## src/rtl/przebieg_meter.sv

```systemverilog
// Measures high time, low time and period of a single-bit waveform in iCLK cycles.
// Optional build macro PRZEBIEG_MINMAX_EN adds running min/max of the published period.
module przebieg_meter #(
  parameter int CNT_W       = 16,
  parameter int SYNC_STAGES = 2
) (
  input  logic             iCLK,
  input  logic             iRST_N,
  input  logic             iSIG,
  output logic [CNT_W-1:0] oHIGH_CNT,
  output logic [CNT_W-1:0] oLOW_CNT,
  output logic [CNT_W:0]   oPERIOD,
  output logic             oVALID,
  output logic             oSTUCK,
`ifdef PRZEBIEG_MINMAX_EN
  output logic [CNT_W:0]   oPER_MIN,
  output logic [CNT_W:0]   oPER_MAX,
`endif
  output logic             oLEVEL
);

  localparam logic [CNT_W-1:0] CNT_MAX = '1;
  localparam logic [CNT_W-1:0] CNT_ONE = {{(CNT_W-1){1'b0}}, 1'b1};

  typedef enum logic [1:0] {IDLE, ARM, HIGH, LOW} state_t;

  // Returns {saturated, cnt+1}; saturated means one more cycle cannot be counted.
  function automatic logic [CNT_W:0] satIncr(input logic [CNT_W-1:0] c);
    logic [CNT_W-1:0] nxt;
    nxt = c + CNT_ONE;
    return {(c == CNT_MAX), nxt};
  endfunction

  function automatic logic [CNT_W:0] sumPeriod(input logic [CNT_W-1:0] a,
                                               input logic [CNT_W-1:0] b);
    return {1'b0, a} + {1'b0, b};
  endfunction

  logic [SYNC_STAGES-1:0] syncChain_p0;
  logic [SYNC_STAGES-1:0] syncVld_p0;
  logic                   sLvl_p0;
  logic                   primed_p0;
  logic                   sDly_p1;
  logic                   rise_p1;
  logic                   fall_p1;
  state_t                 state_p2;
  logic [CNT_W-1:0]       cnt_p2;
  logic [CNT_W-1:0]       hiQ_p2;
  logic [CNT_W-1:0]       cntInc_p2;
  logic                   sat_p2;
  logic [CNT_W:0]         perNew_p2;

  // Stage p0: synchroniser. syncVld_p0 marks when the last stage holds a live
  // sample, so the reset-zeroed chain is never mistaken for a low level.
  always_ff @(posedge iCLK) begin
    if (!iRST_N) begin
      syncChain_p0 <= '0;
      syncVld_p0   <= '0;
    end else begin
      syncChain_p0 <= {syncChain_p0[SYNC_STAGES-2:0], iSIG};
      syncVld_p0   <= {syncVld_p0[SYNC_STAGES-2:0], 1'b1};
    end
  end

  assign sLvl_p0   = syncChain_p0[SYNC_STAGES-1];
  assign primed_p0 = syncVld_p0[SYNC_STAGES-1];
  assign oLEVEL    = sLvl_p0;

  // Stage p1: edge detection.
  always_ff @(posedge iCLK) begin
    if (!iRST_N) sDly_p1 <= 1'b0;
    else         sDly_p1 <= sLvl_p0;
  end

  assign rise_p1 = sLvl_p0 & ~sDly_p1;
  assign fall_p1 = ~sLvl_p0 & sDly_p1;

  // Stage p2: phase counting, publication and saturation.
  assign {sat_p2, cntInc_p2} = satIncr(cnt_p2);
  assign perNew_p2           = sumPeriod(hiQ_p2, cnt_p2);

  always_ff @(posedge iCLK) begin
    if (!iRST_N) begin
      state_p2  <= IDLE;
      cnt_p2    <= '0;
      hiQ_p2    <= '0;
      oHIGH_CNT <= '0;
      oLOW_CNT  <= '0;
      oPERIOD   <= '0;
      oVALID    <= 1'b0;
      oSTUCK    <= 1'b0;
`ifdef PRZEBIEG_MINMAX_EN
      oPER_MIN  <= '1;
      oPER_MAX  <= '0;
`endif
    end else begin
      oVALID <= 1'b0;
      case (state_p2)
        IDLE: begin
          if (primed_p0 && !sLvl_p0) state_p2 <= ARM;
        end
        ARM: begin
          if (rise_p1) begin
            cnt_p2   <= CNT_ONE;
            state_p2 <= HIGH;
          end
        end
        HIGH: begin
          if (fall_p1) begin
            hiQ_p2   <= cnt_p2;
            cnt_p2   <= CNT_ONE;
            state_p2 <= LOW;
          end else if (sat_p2) begin
            oSTUCK   <= 1'b1;
            state_p2 <= IDLE;
          end else begin
            cnt_p2 <= cntInc_p2;
          end
        end
        LOW: begin
          if (rise_p1) begin
            oHIGH_CNT <= hiQ_p2;
            oLOW_CNT  <= cnt_p2;
            oPERIOD   <= perNew_p2;
            oVALID    <= 1'b1;
            oSTUCK    <= 1'b0;
`ifdef PRZEBIEG_MINMAX_EN
            if (perNew_p2 < oPER_MIN) oPER_MIN <= perNew_p2;
            if (perNew_p2 > oPER_MAX) oPER_MAX <= perNew_p2;
`endif
            cnt_p2    <= CNT_ONE;
            state_p2  <= HIGH;
          end else if (sat_p2) begin
            oSTUCK   <= 1'b1;
            state_p2 <= IDLE;
          end else begin
            cnt_p2 <= cntInc_p2;
          end
        end
        default: state_p2 <= IDLE;
      endcase
    end
  end

endmodule
```

## config.mk

```make
export PLATFORM = sky130hd
export DESIGN_NAME = przebieg_meter
export DESIGN_NICKNAME = d
export VERILOG_FILES = /design/src/rtl/przebieg_meter.sv
export SDC_FILE = /design/constraint.sdc
export NUM_CORES = 1
export LEC_CHECK = 0
export ABC_AREA = 1
export BUFFER_PORTS_ARGS = -buffer_cell sky130_fd_sc_hd__buf_2
export CAP_MARGIN = 25
export CORE_MARGIN = 4
export CORE_UTILIZATION = 55
export CTS_BUF_LIST = sky130_fd_sc_hd__clkbuf_4 sky130_fd_sc_hd__clkbuf_8
export DETAILED_ROUTE_END_ITERATION = 8
export PLACE_DENSITY = 0.85
export SYNTH_ARGS = -nofsm -noshare
export SYNTH_HDL_FRONTEND = slang
export SYNTH_SLANG_ARGS = --single-unit
```

## constraint.sdc

```tcl
create_clock -name iCLK -period 3.8 [get_ports iCLK]
set_input_delay 0.38 -clock iCLK [delete_from_list [all_inputs] [get_ports iCLK]]
set_output_delay 0.38 -clock iCLK [all_outputs]
set_load 0.1 [all_outputs]
```

# Yosys cells after proc, flatten, opt, wreduce, memory -nomap -nowiden
# Index checks and enable logic that the tools add are counted.
[word_totals] output_inout_bits=52 ff_bits=90 inputBits=3 wordCells=53
[op_classes] addsub=2 reduce_logical=11 n_mux=17 n_eq_ne=7 bitwise_logic=4
[ops] op="$mux 16" n=4
[ops] op="$pmux 16 s3" n=1
[ops] op="$add 16x16->17" n=1
[ops] op="$add 16x1->16 const B" n=1
[ops] op="$eq 16x16->1 const B" n=1
[ops] op="$reduce_and 2->1" n=6
[ops] op="$mux 2" n=5
[ops] op="$pmux 2 s4" n=1
[ops] op="$ne 2x2->1 const B" n=3
[ops] op="$mux 1" n=5
[ops] op="$eq 2x2->1 const B" n=2
[ops] op="$reduce_bool 3->1" n=1
[ops] op="$and 1x1->1" n=2
[ops] op="$eq 2x1->1 const B" n=1
[ops] op="$logic_not 2->1" n=1
[ops] op="$not 1->1" n=2
[ops] op="$pmux 1 s2" n=1
[ops] op="$reduce_bool 2->1" n=1
[ops] op="$logic_and 1x1->1" n=1
[ops] op="$logic_not 1->1" n=1

# Longest topological paths before layout
# Gate-level depths: netlist of run 1.
[logic_depth] depth_word=4 ltp_mapped=11 ltp_nobuf=11

# Least setup slack after synthesis of run 1
# OpenSTA, ideal clock, no wires.
[synth_timing] path_kind="flip-flop to flip-flop" from="reg syncChain_p0[1]" to="reg oPERIOD[2]" setup_slack_ps=1752 t_arrival_ps=1929 period_less_slack_ps=2048 stages_incl_launch_ff=7 setup_ps=119 n_path_buf=2 required_ps=3681 cell_sequence="dfxtp_1 -> nand2_1 -> nor2_4 -> nor2_1 -> buf_6 -> buf_6 -> a32o_1"
[synth_via] elab_chain_len=2
[synth_rtl] element="start: declaration" line_no="39" text="logic [SYNC_STAGES-1:0] syncChain_p0;"
[synth_rtl] element="start signal: assignment" line_no="60" text="syncChain_p0 <= {syncChain_p0[SYNC_STAGES-2:0], iSIG};"
[synth_rtl] element="$and 1x1->1" line_no="75" text="assign rise_p1 = sLvl_p0 & ~sDly_p1;"
[synth_rtl] element="$reduce_and 2->1 (no source line)"
[synth_rtl] element="end signal: assignment" line_no="124" text="oPERIOD <= perNew_p2;"
[synth_rtl] element="end: declaration" line_no="12" text="output logic [CNT_W:0] oPERIOD,"
# Every way passes these cells.
# A chain may end at the register's enable or synchronous reset.

# Worst setup path in the final report of run 1
[layout_timing] from="reg cnt_p2[1]" to="reg cnt_p2[11]"
[layout_via] elab_chain_len=4 elab_cells_between_ends=6 classes_between="add/sub (1); eq/ne (1); mux (4)"
[layout_rtl] element="start: declaration" line_no="47" text="logic [CNT_W-1:0] cnt_p2;"
[layout_rtl] element="start signal: assignment" line_no="117" text="cnt_p2 <= cntInc_p2;"
[layout_rtl] element="start signal: assignment" line_no="137" text="cnt_p2 <= cntInc_p2;"
[layout_rtl] element="$add 16x1->16 / $eq 16x16->1 (equally long branches)" line_no="30, 31"
[layout_rtl] element="$mux 16 (*)" line_no="113, 133"
[layout_rtl] element="$mux 16, on equally long branches" line_no="121, 109"
[layout_rtl] element="$pmux 16 s3 (*)" line_no="98" text="case (state_p2)"
# Mark *: on every way between the ends. The rest lies on a longest branch, timed or not.

==> results.txt, run 1 <==
The run finished with clean final reports. By area the synthesized netlist is led by dfxtp_1 41%, nand2_1 15%, inv_1 6.2%. The final critical delay including setup and external delays came out at between 2000 and 2500 ps. The clock-pin slew on the worst setup and hold paths came out at 80 ps. The average detailed-routed wire length per instance is about 14 µm. In the final routing, the length of wire on met1 measures 4811 µm.

Detailed routing inserted a total of 4,128 vias. The routed length on met2 came out at 5068 µm. The number of instances in the synthesized netlist came out at 604. The area share of the leading cell type in the synthesized netlist is between 40 and 50%. The final hold violation count came out at 0. The worst setup path is captured at a flop. The sequential cell area fraction in the yosys report is 41.47%.

Setup violations remaining at the end of the flow were counted as 0. Clock latency on the worst-skew pair, taken at its later pin, is around 360 ps. Once detail routing completed, the nets flagged for antenna violations numbered 0. The first-pass GRT wire length came out at 18,220 µm.

The max-cap check violation count is 0. The initial antenna violation count is 0. Averaged over all synthesized cells, the footprint is about 7 µm². Routability-driven placement finished with a final weighted congestion of just over 0.9.

The die area is 0.009385 mm². The worst hold path passes through 3 cells. The number of distinct library cells after synthesis came out at 34.

dfxtp_1 takes more of the synthesized area than any other cell. The maximum clock insertion buffer count came out at 2. The worst clock skew is 5.412 ps. For this design, the CTS-stage hold fixing added 0 buffers. In this run the number of H-tree levels came out at 3.

The maximum net fanout on the critical path came out at 12. The highest achievable clock rate came out at about 470 MHz. The final worst setup slack is 1658 ps. The tree is rooted in a clkbuf_8.

The growth of design area from synthesis to finish came out at 11.90%. The floorplan has 32 rows. Pin placement for this block handled 55 I/O pins. The clock sink count is 90. TritonCTS built the clock tree. The worst setup path category is flop to flop. The netlist area before placement came out at 0.004344 mm². The required time of the critical path is 4060 ps. Synthesis inferred 90 register bits.

The area of the core region came out at 0.007687 mm². Post-CTS timing repair inserted 0 buffers for setup. Headroom to the max-slew limit came out at 53.03%. The number of global-route vias before repair came out at 3,823.

The via count normalized by instance count is 5.417. The detailed router finished its first iteration with 278 violations. Across every metal layer, demand over resource in global routing totals a little under a quarter.

After routing the design area is 0.004861 mm². In this run the horizontal extent of the chip is 96.88 µm. The critical path startpoint category is a flop. The count of synthesis-stage warnings from yosys is 0. Entering global routing, the biggest net connects 48 pins. The initial utilization of the core area, before any placement, comes to 56.51%. The number of resized instances in the post-cts repair step came out at 0. The worst-case reg-to-reg path depth came out at 10. Setup repair after global routing left no endpoint under its margin.

The detailed-routed wire length on met3 is between 600 and 700 µm. The design draws 0.001604 W. The total negative slack is 0 ps.

The total grt overflow is 0. The share of post-route cells with drive strength above 1 came out at 13.03%. The pin slew with the least headroom to its limit came out at 699.1 ps.

The path class of the tightest hold or removal check is primary input to flop. The number of remaining DRC errors is 0. When the netlist entered floorplanning its net count stood at 625. The instance area at placement came out at 0.004654 mm².

The total iterations of the first detailed-routing run is 5. The placed wire-length estimate after detailed placement came out at 8107 µm. The total of buffers placed on input and output ports came out at 54. Power spread over the standard cell area amounts to 330.0 mW/mm². The worst hold slack across all endpoints came out at 201.8 ps. The height of the chip came out at a little under 100 µm. The highest layer touched by signal routing is met4. The worst path arrival time is between 2000 and 2500 ps. Summed over all cells, the static leakage comes to between 2 and 2.5 nW.

The worst-case vdd ir drop is 0.0002211 V. The total inserted antenna cells came out at 0. The final critical path takes up 56.36% of the cycle. The number of slew-limit violations in the final report came out at 0.

The placement-stage worst setup slack is 1411 ps. The routed wire length is 10,750 µm. The number of nets in the layout is 677. In this run, CTS created clock tree buffers numbering 9.
-- placed cells by master (no fill, tap or decap), types with 2 or more instances in the layout --
cell and instances:
nand2_1 175, dfxtp_1 90, inv_1 72, buf_2 54
a21oi_1 47, o21ai_0 40, nor2_1 37, nand3_1 34
a22o_1 18, ha_1 17, clkbuf_8 11, o21ai_1 10
nor3_1 9, nand4_1 7, nand3b_1 5, nor2_4 4
and2_1 4, nand2_2 3, buf_4 3, inv_2 2
clkbuf_4 2
-- critical path, cell delays in order (launching register included) --
cell     delay, ps
dfxtp_1        490
ha_1           260
nand3_1        190
nor2_4         200
nand4_2        340
nand2_2        240
inv_1          110
nand2_1         70
nand2_1         40
nand2_1         50
nor2_1          40
-- area by class of cell --
cell class                 instances  area, µm²
clock buffer                      13      166.4
clock inverter                     2      12.51
multi-input combinational        423       2155
fill                             709       2826
sequential                        90       1802
timing repair buffer              58      320.3
tap                              102      127.6
inverter                          74      277.8
-- cells by family after synthesis --
family / Yosys count / synth area share, %
and+or+nand+nor: 282 / 27.77
AOI/OAI and AO/OA: 121 / 15.90
DFF: 90 / 41.47
buffers and inverters: 91 / 9.101
adders and majority gates: 18 / 5.357
xor gates and xnor gates: 2 / 0.4033
-- synth_stat cells, drive strengths merged --
cell	count
fa	1
inv	74
o21a	1
or2	1
xnor2	1
nor3	9
clkbuf	6
a22o	18
o21ai	50
nand3b	5
and2	4
a21oi	48
buf	11
nand2	178
nand4	8
nor3b	1
nand3	34
dfxtp	90
a211oi	1
ha	17
a32o	1
a31oi	1
o31ai	1
xor2	1
nor2	42
-- power by group --
part	internal [W]	switching, W	leakage, nW
registers	0.000947	0.00000596	0.726
logic	0.0000141	0.0000356	1.52
clock network	0.000284	0.000317	0.0923
total	0.00125	0.000359	2.34
-- sequential cells by signal, summed over array words and instances, names as in the netlist --
signal and count:
oPERIOD 17, sDly_p1 1, oHIGH_CNT 16, syncVld_p0 2
cnt_p2 16, syncChain_p0 2, state_p2 2, oSTUCK 1
oLOW_CNT 16, hiQ_p2 16, oVALID 1
-- per-stage QoR --
stage / cells / util [%]
after floorplan: 604 / -
after global placement: 746 / 60.55
after detailed placement: 746 / 60.55
after CTS: 761 / 62.87
after global routing: 762 / 63.23
final: 762 / 63.23
-- layer usage --
layer	track usage (%)	vias to the layer above
li1	-	2080
met1	29.81	1876
met2	39.49	151
met3	3.677	21
met4	9.611	0
met5	0	-
-- final timing paths --
check / from / end / slack [ps]
max: cnt_p2[1] / cnt_p2[11] / 1660
min: iSIG / syncChain_p0[0] / 200
max reg2reg: cnt_p2[1] / cnt_p2[11] / 1660
min reg2reg: syncVld_p0[0] / syncVld_p0[1] / 420
Power figures use the tool's default switching activity.
==> run 2: changes to the inputs <==
clock period = 2.2 ns   (was 3.8 ns; I/O delays follow)
==> results.txt, run 2 (synthesized netlist as in run 1, its figures left out) <==
The run finished with clean final reports. The critical path startpoint category is a flop. The clock root buffer is clkbuf_8.

The max-cap check violation count was 0 (unchanged). The final worst setup slack is 255.7 ps (-1402 ps). The worst-case vdd ir drop is 0.0003821 V (+73%). The most used routing layer is met2. The total I/O pin count came out at 55 (unchanged). The growth of design area from synthesis to finish is 12.70%. The required time of the critical path is 2510 ps (-1550 ps). The die area came out at 0.009385 mm² (unchanged).

The number of remaining DRC errors came out at 0 (unchanged). The final hold violation count came to 0 (unchanged). The maximum clock insertion buffer count was 2 (unchanged).

The total of hold buffers inserted after clock tree synthesis came out at 0 (unchanged). The clock-pin slew on the worst setup and hold paths is 90 ps (about the same). The worst max-slew margin expressed relative to the limit is 65.27% (+12 points). The pin slew with the least headroom to its limit is 519.6 ps (-179.5 ps). The met1 global-route usage came to 31.27% (+1.5 points).

The weighted congestion at the end of routability-driven global placement came out at 0.9776 (+5.9%). The library cells used most frequently in the layout, excluding fill and tap cells, are 175 x nand2_1, 90 x dfxtp_1, 72 x inv_1, 55 x buf_2, 47 x a21oi_1. The average detailed-routed wire length per instance is 14.42 µm (+2.2%). TritonCTS built the clock tree. The flip-flop count of the largest register after layout came to 17 (unchanged). The standby leakage power is 2.350 nW (+0.59%). The met2 demand-to-capacity share in global routing came out at 39.28% (-0.21 points). The register ranked first by flip-flop count is oPERIOD. Setup repair after global routing left no endpoint under its margin.

The placement row count is 32 (unchanged). Leaving out fill and tap cells, the most frequent cell in the layout is nand2_1. The routed wire length came out at 11,030 µm (+2.6%).

The setup slack on the worst flop-to-flop path came out at 260 ps (-1400 ps). The total inserted antenna cells is 0 (unchanged). The residual antenna-violating net count after detailed routing is 0 (unchanged). The placed wire-length estimate after detailed placement is 8065 µm (-0.52%). The final period utilization is 88.38% (+32 points). The worst setup path category is flop to flop. The via count normalized by instance count is 5.451 (+0.62%).

The number of inserted filler cells in the final layout is 694 (-2.1%). The highest achievable clock rate is 514.3 MHz (+10%). The maximum net fanout on the critical path came to 7 (-5). The placement-stage worst setup slack came to 308.8 ps (-1102 ps). The first-pass GRT wire length is 18,620 µm (+2.2%). The final standard cell count with taps included and fillers excluded came out at 765 (+0.39%). The total power density per cell area was 592.6 mW/mm² (+80%).

The height of the chip is 96.88 µm (unchanged). The tightest min-delay check is of the primary input to flop type. The total grt overflow came out at 0 (unchanged). The share of post-route cells with drive strength above 1 came out at 13.42% (+0.39 points).

The area of the core region came to 0.007687 mm² (unchanged). The number of slew-limit violations in the final report is 0 (unchanged). The total of buffers placed on input and output ports came out at 54 (unchanged). The initial antenna violation count is 0 (unchanged). The number of resized instances in the post-cts repair step came out at 0 (unchanged). The number of DRC violations after detailed-routing iteration 0 is 322 (+16%).

The worst-skew pair later-pin latency was 360 ps (about the same). The die width is 96.88 µm (unchanged). The number of nets in the layout came out at 679 (+0.30%). The total of endpoints with negative setup slack in the final report is 0 (unchanged).

The number of global-route vias before repair came out at 3,865 (+1.1%). The TritonCTS buffer count was 9 (unchanged). The total iterations of the first detailed-routing run is 5 (unchanged). The post-layout total power came out at 0.002901 W (+81%). The global-route usage over all layers came out at 24.06% (+0.65 points). The largest net degree at the start of global routing came out at 48 (unchanged). The met3 global-route usage came out at 3.893% (+0.22 points).

The worst path arrival time is 2250 ps (-150 ps). The clock sink count came out at 90 (unchanged). The H-tree depth came out at 3 (unchanged).

The final critical delay including setup and external delays came out at 1944 ps (-197.5 ps). The post-CTS setup buffer count is 0 (unchanged). The effective utilization at floorplan was 56.51% (unchanged).

The total negative slack is 0 ps (unchanged). The number of vias after detailed routing was 4,170 (+1.0%). The post-placement cell count is 748 (+0.27%). The worst clock skew came out at 9.037 ps (+3.625 ps).

The worst setup path is captured at a flop.
==> run 2: per-layer routing <==
metal	up-vias	share of wire [%]
met5	-	0
met4	0	3.2
met3	33	7.3
met2	185	45
met1	1877	44
li1	2075	-
==> run 2: area by class of cell <==
type                       count  area, µm²  share of cell area (%)
clock buffer                  11      138.9                   2.837
clock inverter                 5      62.56                   1.278
inverter                      74      277.8                   5.673
multi-input combinational    423       2155                   44.01
sequential                    90       1802                   36.80
tap                          102      127.6                   2.607
timing repair buffer          60      332.8                   6.798
==> run 2: final timing paths <==
path	from	end	cells after the start
worst max-delay path	cnt_p2[0]	oPERIOD[12]	10
worst min-delay path	iSIG	syncChain_p0[0]	3
worst max register to register	cnt_p2[0]	oPERIOD[12]	10
worst min register to register	syncVld_p0[0]	syncVld_p0[1]	2
==> run 2: where the power goes <==
part | switching [W] | internal, W | total (W)
registers | 0.00000961 | 0.00164 | 0.00165
logic | 0.0000623 | 0.0000253 | 0.0000876
clock network | 0.000610 | 0.000557 | 0.00117
total | 0.000682 | 0.00222 | 0.00290
==> run 2: metrics by stage <==
stage | hold slack, ps | instance area, µm² | utilization (%)
floorplan | 247.7 | 4344 | -
global placement | 393.6 | 4662 | 60.64
detailed placement | 405.9 | 4667 | 60.71
CTS | 19.49 | 4868 | 63.33
global route | 34.43 | 4896 | 63.69
finish | 32.70 | 4896 | 63.69
==> run 2: critical path, stage by stage (launching register included) <==
cell	delay, ps
dfxtp_1	380
ha_1	270
fa_1	420
nand2_1	110
nand3_1	90
and2_1	180
nand3_1	120
nand3_1	120
nand2_1	70
nand3_1	60
nand2_1	60
==> run 3: changes to the inputs <==
ABC_AREA = 0   (was 1)
==> results.txt, run 3 <==
The run finished with clean final reports. The proportion of synthesized flip-flops having asynchronous set or reset came out at 0% (unchanged). Counting stages on the worst path, the most repeated cell is buf_4. The weighted congestion at the end of routability-driven global placement came to 0.9183 (-6.1%). The die width was 96.63 µm (-0.25%). The synthesized net count came out at 546 (-13%). Clock tree synthesis selected as its root buffer the cell clkbuf_8. The total inserted antenna cells came out at 0 (unchanged). The growth of design area from synthesis to finish came out at 16.04%. The worst clock skew came out at 10.58 ps (+1.541 ps). The standby leakage power is 2.000 nW (-15%). The commonest non-fill, non-tap cell in the layout is nand2_1. oPERIOD holds more flip-flops than any other register. The worst-case vdd ir drop came out at 0.0002834 V (-26%).

The placement row count came to 32 (unchanged). The worst stage delay on the critical path is 480 ps (+60 ps). The sequential cell area in the final layout came to 0.001805 mm² (+0.21%). The H-tree depth came to 3 (unchanged). The count of cells along the worst hold path is 2 (-1).

The maximum net fanout on the critical path is 13 (+6). The final period utilization came to 96.09% (+7.7 points). The post-CTS setup buffer count came out at 0 (unchanged). The via count normalized by instance count is 5.753 (+5.5%). The height of the chip is 96.63 µm (-0.25%).

The path class of the lowest-slack min-delay path is primary input to flop. The routed wire length came out at 10,670 µm (-3.3%). The number of DRC violations after detailed-routing iteration 0 is 205 (-36%). The total iterations of the first detailed-routing run is 4 (-1). The hold path startpoint is iSIG. The total grt overflow is 0 (unchanged). The relative contribution of combinational cells to total power is 2.7% (-0.3 points).

The commonest cells after synthesis are 135 x nand2_1, 90 x dfxtp_1, 52 x a21boi_0. The average detailed-routed wire length per instance came to 15.44 µm (+7.1%). The number of instances in the synthesized netlist is 525 (-13%). The count of synthesis-stage warnings from yosys is 0 (unchanged).

The launch point of the worst reg-to-reg path is cnt_p2[0]. The post-synthesis register bit count came out at 90 (unchanged). By area the synthesized netlist is led by dfxtp_1 42%, nand2_1 12%, a21boi_0 9.0%.

The worst setup path is of the flop to flop kind. The number of nets in the layout is 605 (-11%). The number of remaining DRC errors is 0 (unchanged). The number of inserted filler cells in the final layout is 656 (-5.5%).

The pin slew with the least headroom to its limit came out at 653.6 ps (+133.9 ps). The netlist area before placement came to 0.004320 mm² (-0.55%). The global-route usage over all layers is 22.42% (-1.6 points). In the layout the commonest cells are 135 x nand2_1, 87 x dfxtp_1, 54 x buf_2, 52 x a21boi_0, 27 x a21oi_1. The post-synthesis area per instance came out at 8.229 µm² (+14%). The number of buffers and inverters on the critical path was 2 (+2).

The share of post-route cells with drive strength above 1 came to 19.86% (+6.4 points). The switching share of total power came to 23.82% (+0.31 points). The total of endpoints with negative setup slack in the final report was 0 (unchanged). STA classifies the critical path endpoint as a flop. The number of vias after detailed routing came out at 3,975 (-4.7%). The maximum clock insertion buffer count is 2 (unchanged). The worst setup path is launched from a flop.

The area of the core region is 0.007687 mm² (unchanged). Among cell families on the critical path, the largest total delay comes from simple AND/OR/NAND/NOR gates. The combined area of the multi-input logic cells came out at 0.002412 mm² (+12%). The first-pass GRT wire length came out at 17,620 µm (-5.3%). The number of global-route vias before repair is 3,785 (-2.1%). In this run the worst setup path begins at cnt_p2[0].

The endpoint of the lowest-slack register-to-register path is cnt_p2[8]. The area share of the leading cell type in the synthesized netlist came out at 41.70% (+0.23 points). The worst-case reg-to-reg path depth came to 8 (-2).

The CTS tree is built. The highest achievable clock rate came to 473.1 MHz (-8.0%). Setup repair after global routing could not meet its margin everywhere. The max-cap check violation count is 0 (unchanged). The largest area contributor in the synthesized netlist is dfxtp_1. The final hold violation count came out at 0 (unchanged). For this run, the leading register cell type out of synthesis is dfxtp_1. The total I/O pin count was 55 (unchanged).

The initial antenna violation count is 0 (unchanged). The total power density per cell area is 576.0 mW/mm² (-2.8%). For hold timing, the worst endpoint is syncChain_p0[0].

The worst hold slack across all endpoints is 66.96 ps (+34.26 ps). Yosys instantiated no cell more often than nand2_1. The worst-skew pair later-pin latency is 370 ps (about the same).

Traced cell by cell, the critical path runs through buf_4, ha_1, and3_1, nand4_1, nor2_1, buf_4, or4_1, a21oi_1. The TritonCTS buffer count was 9 (unchanged). The number of slew-limit violations in the final report is 0 (unchanged). The flip-flop count of the largest register after layout was 17 (unchanged).

The die area came out at 0.009337 mm² (-0.51%). The residual antenna-violating net count after detailed routing was 0 (unchanged). The worst path arrival time is 2410 ps (+160 ps).

The total negative slack is 0 ps (unchanged). The share of the core filled with cells is 65.22% (+1.5 points). The final critical delay including setup and external delays is 2114 ps (+169.7 ps). The clock-pin slew on the worst setup and hold paths is 90 ps (about the same).

The worst max-slew margin expressed relative to the limit is 56.38% (-8.9 points). The total of buffers placed on input and output ports is 54 (unchanged). The effective utilization at floorplan came to 56.20% (-0.31 points). The placed wire-length estimate after detailed placement is 7636 µm (-5.3%). The required time of the critical path came out at 2490 ps (-20 ps). The total internal power is 0.002200 W (-0.86%).

The sequential share of power is 56.9% (+0.2 points). The largest individual stage delay along the critical path comes from the cell or4_1. The clock network fraction of design power came to 40.4% (+0.2 points). The number of distinct library cells after synthesis is 53 (+56%). The number of flops mapped to enable cells by yosys came out at 0 (unchanged). The sequential cell area fraction in the yosys report is 41.70% (+0.23 points). The switching power came out at 0.0006880 W (+0.84%).

The setup slack on the worst flop-to-flop path was 90 ps (-170 ps). The clock sink count came out at 90 (unchanged). The largest net degree at the start of global routing came out at 36 (-25%).
run 3: changes by cell type in the layout (fill, tap and decap cells not counted), sizes merged, moves of 7 or more:
cell    before  now
a22o        18    0
inv         75    6
buf         60   79
nand3       34   21
a21oi       48   29
nor2        42   18
o21ai       50   23
a31oi        1    8
nand2      178  136
a21boi       0   53
run 3: cell families after synthesis:
family                     count (synthesis)  share of synthesized area [%]
buffers and inverters                     34                          3.794
xor gates and xnor gates                  10                          2.027
DFF                                       90                          41.70
and+or+nand+nor                          234                          25.28
adders and majority gates                 18                          5.387
AOI/OAI and AO/OA                        139                          21.81
run 3: power by group through the flow:
stage                     registers (W)  clock network (W)  logic (W)
final                           0.00164            0.00117  0.0000780
after global routing            0.00164            0.00124  0.0000853
after CTS                       0.00164            0.00117  0.0000768
after detailed placement        0.00168                  0  0.0000768
after global placement          0.00168                  0  0.0000750
after floorplan                 0.00168                  0  0.0000532
run 3: final cells by class:
cell class,instances,share of cell area [%]
Sequential cell,90,36.01
Timing Repair Buffer,79,9.134
Inverter,3,0.2246
Clock inverter,7,1.497
Clock buffer,9,2.471
Multi-Input combinational cell,401,48.12
Tap cell,102,2.546
run 3: worst reg2reg max path, stage by stage, from the launching register on:
cell and delay [ps]:
dfxtp_2 350, buf_4 160, ha_1 240, and3_1 260
nand4_1 160, nor2_1 60, buf_4 180, or4_1 480
a21oi_1 160
run 3: through the flow:
| stage | instance area (µm²) | setup WS, ps | cells | total power [W] |
|---|---|---|---|---|
| after global routing | 5014 | -45.75 | 691 | 0.002967 |
| after floorplan | 4324 | -9.066 | 525 | 0.001736 |
| after detailed placement | 4757 | -84.71 | 675 | 0.001756 |
| final | 5014 | 86.06 | 691 | 0.002888 |
| after global placement | 4757 | -2.709 | 675 | 0.001754 |
| after CTS | 4974 | 15.71 | 691 | 0.002884 |
run 3: worst max path at each step:
| stage | end | slack (ps) | cells past startpoint |
|---|---|---|---|
| after detailed placement | oPERIOD[16] | -80 | 8 |
| after global placement | oPERIOD[16] | -3 | 8 |
| after global routing | oPERIOD[16] | -50 | 8 |
| final | cnt_p2[8] | 90 | 8 |
| after floorplan | oPERIOD[16] | -9 | 8 |
| after CTS | oPERIOD[16] | 20 | 8 |
run 3: metal layers:
layer  wire length (µm)  up-vias  global-route usage (%)
li1                   -     1945                       -
met3                579       28                   4.326
met1               4767     1874                   28.12
met5                  0        -                       0
met2               4984      128                   36.57
met4                340        0                   11.56
run 3: repair_timing:
item,in CTS,in global routing
gates cloned,0,0
setup endpoints to repair,3,12
pin swaps,1,3
hold buffers,0,0
resized for setup,2,12
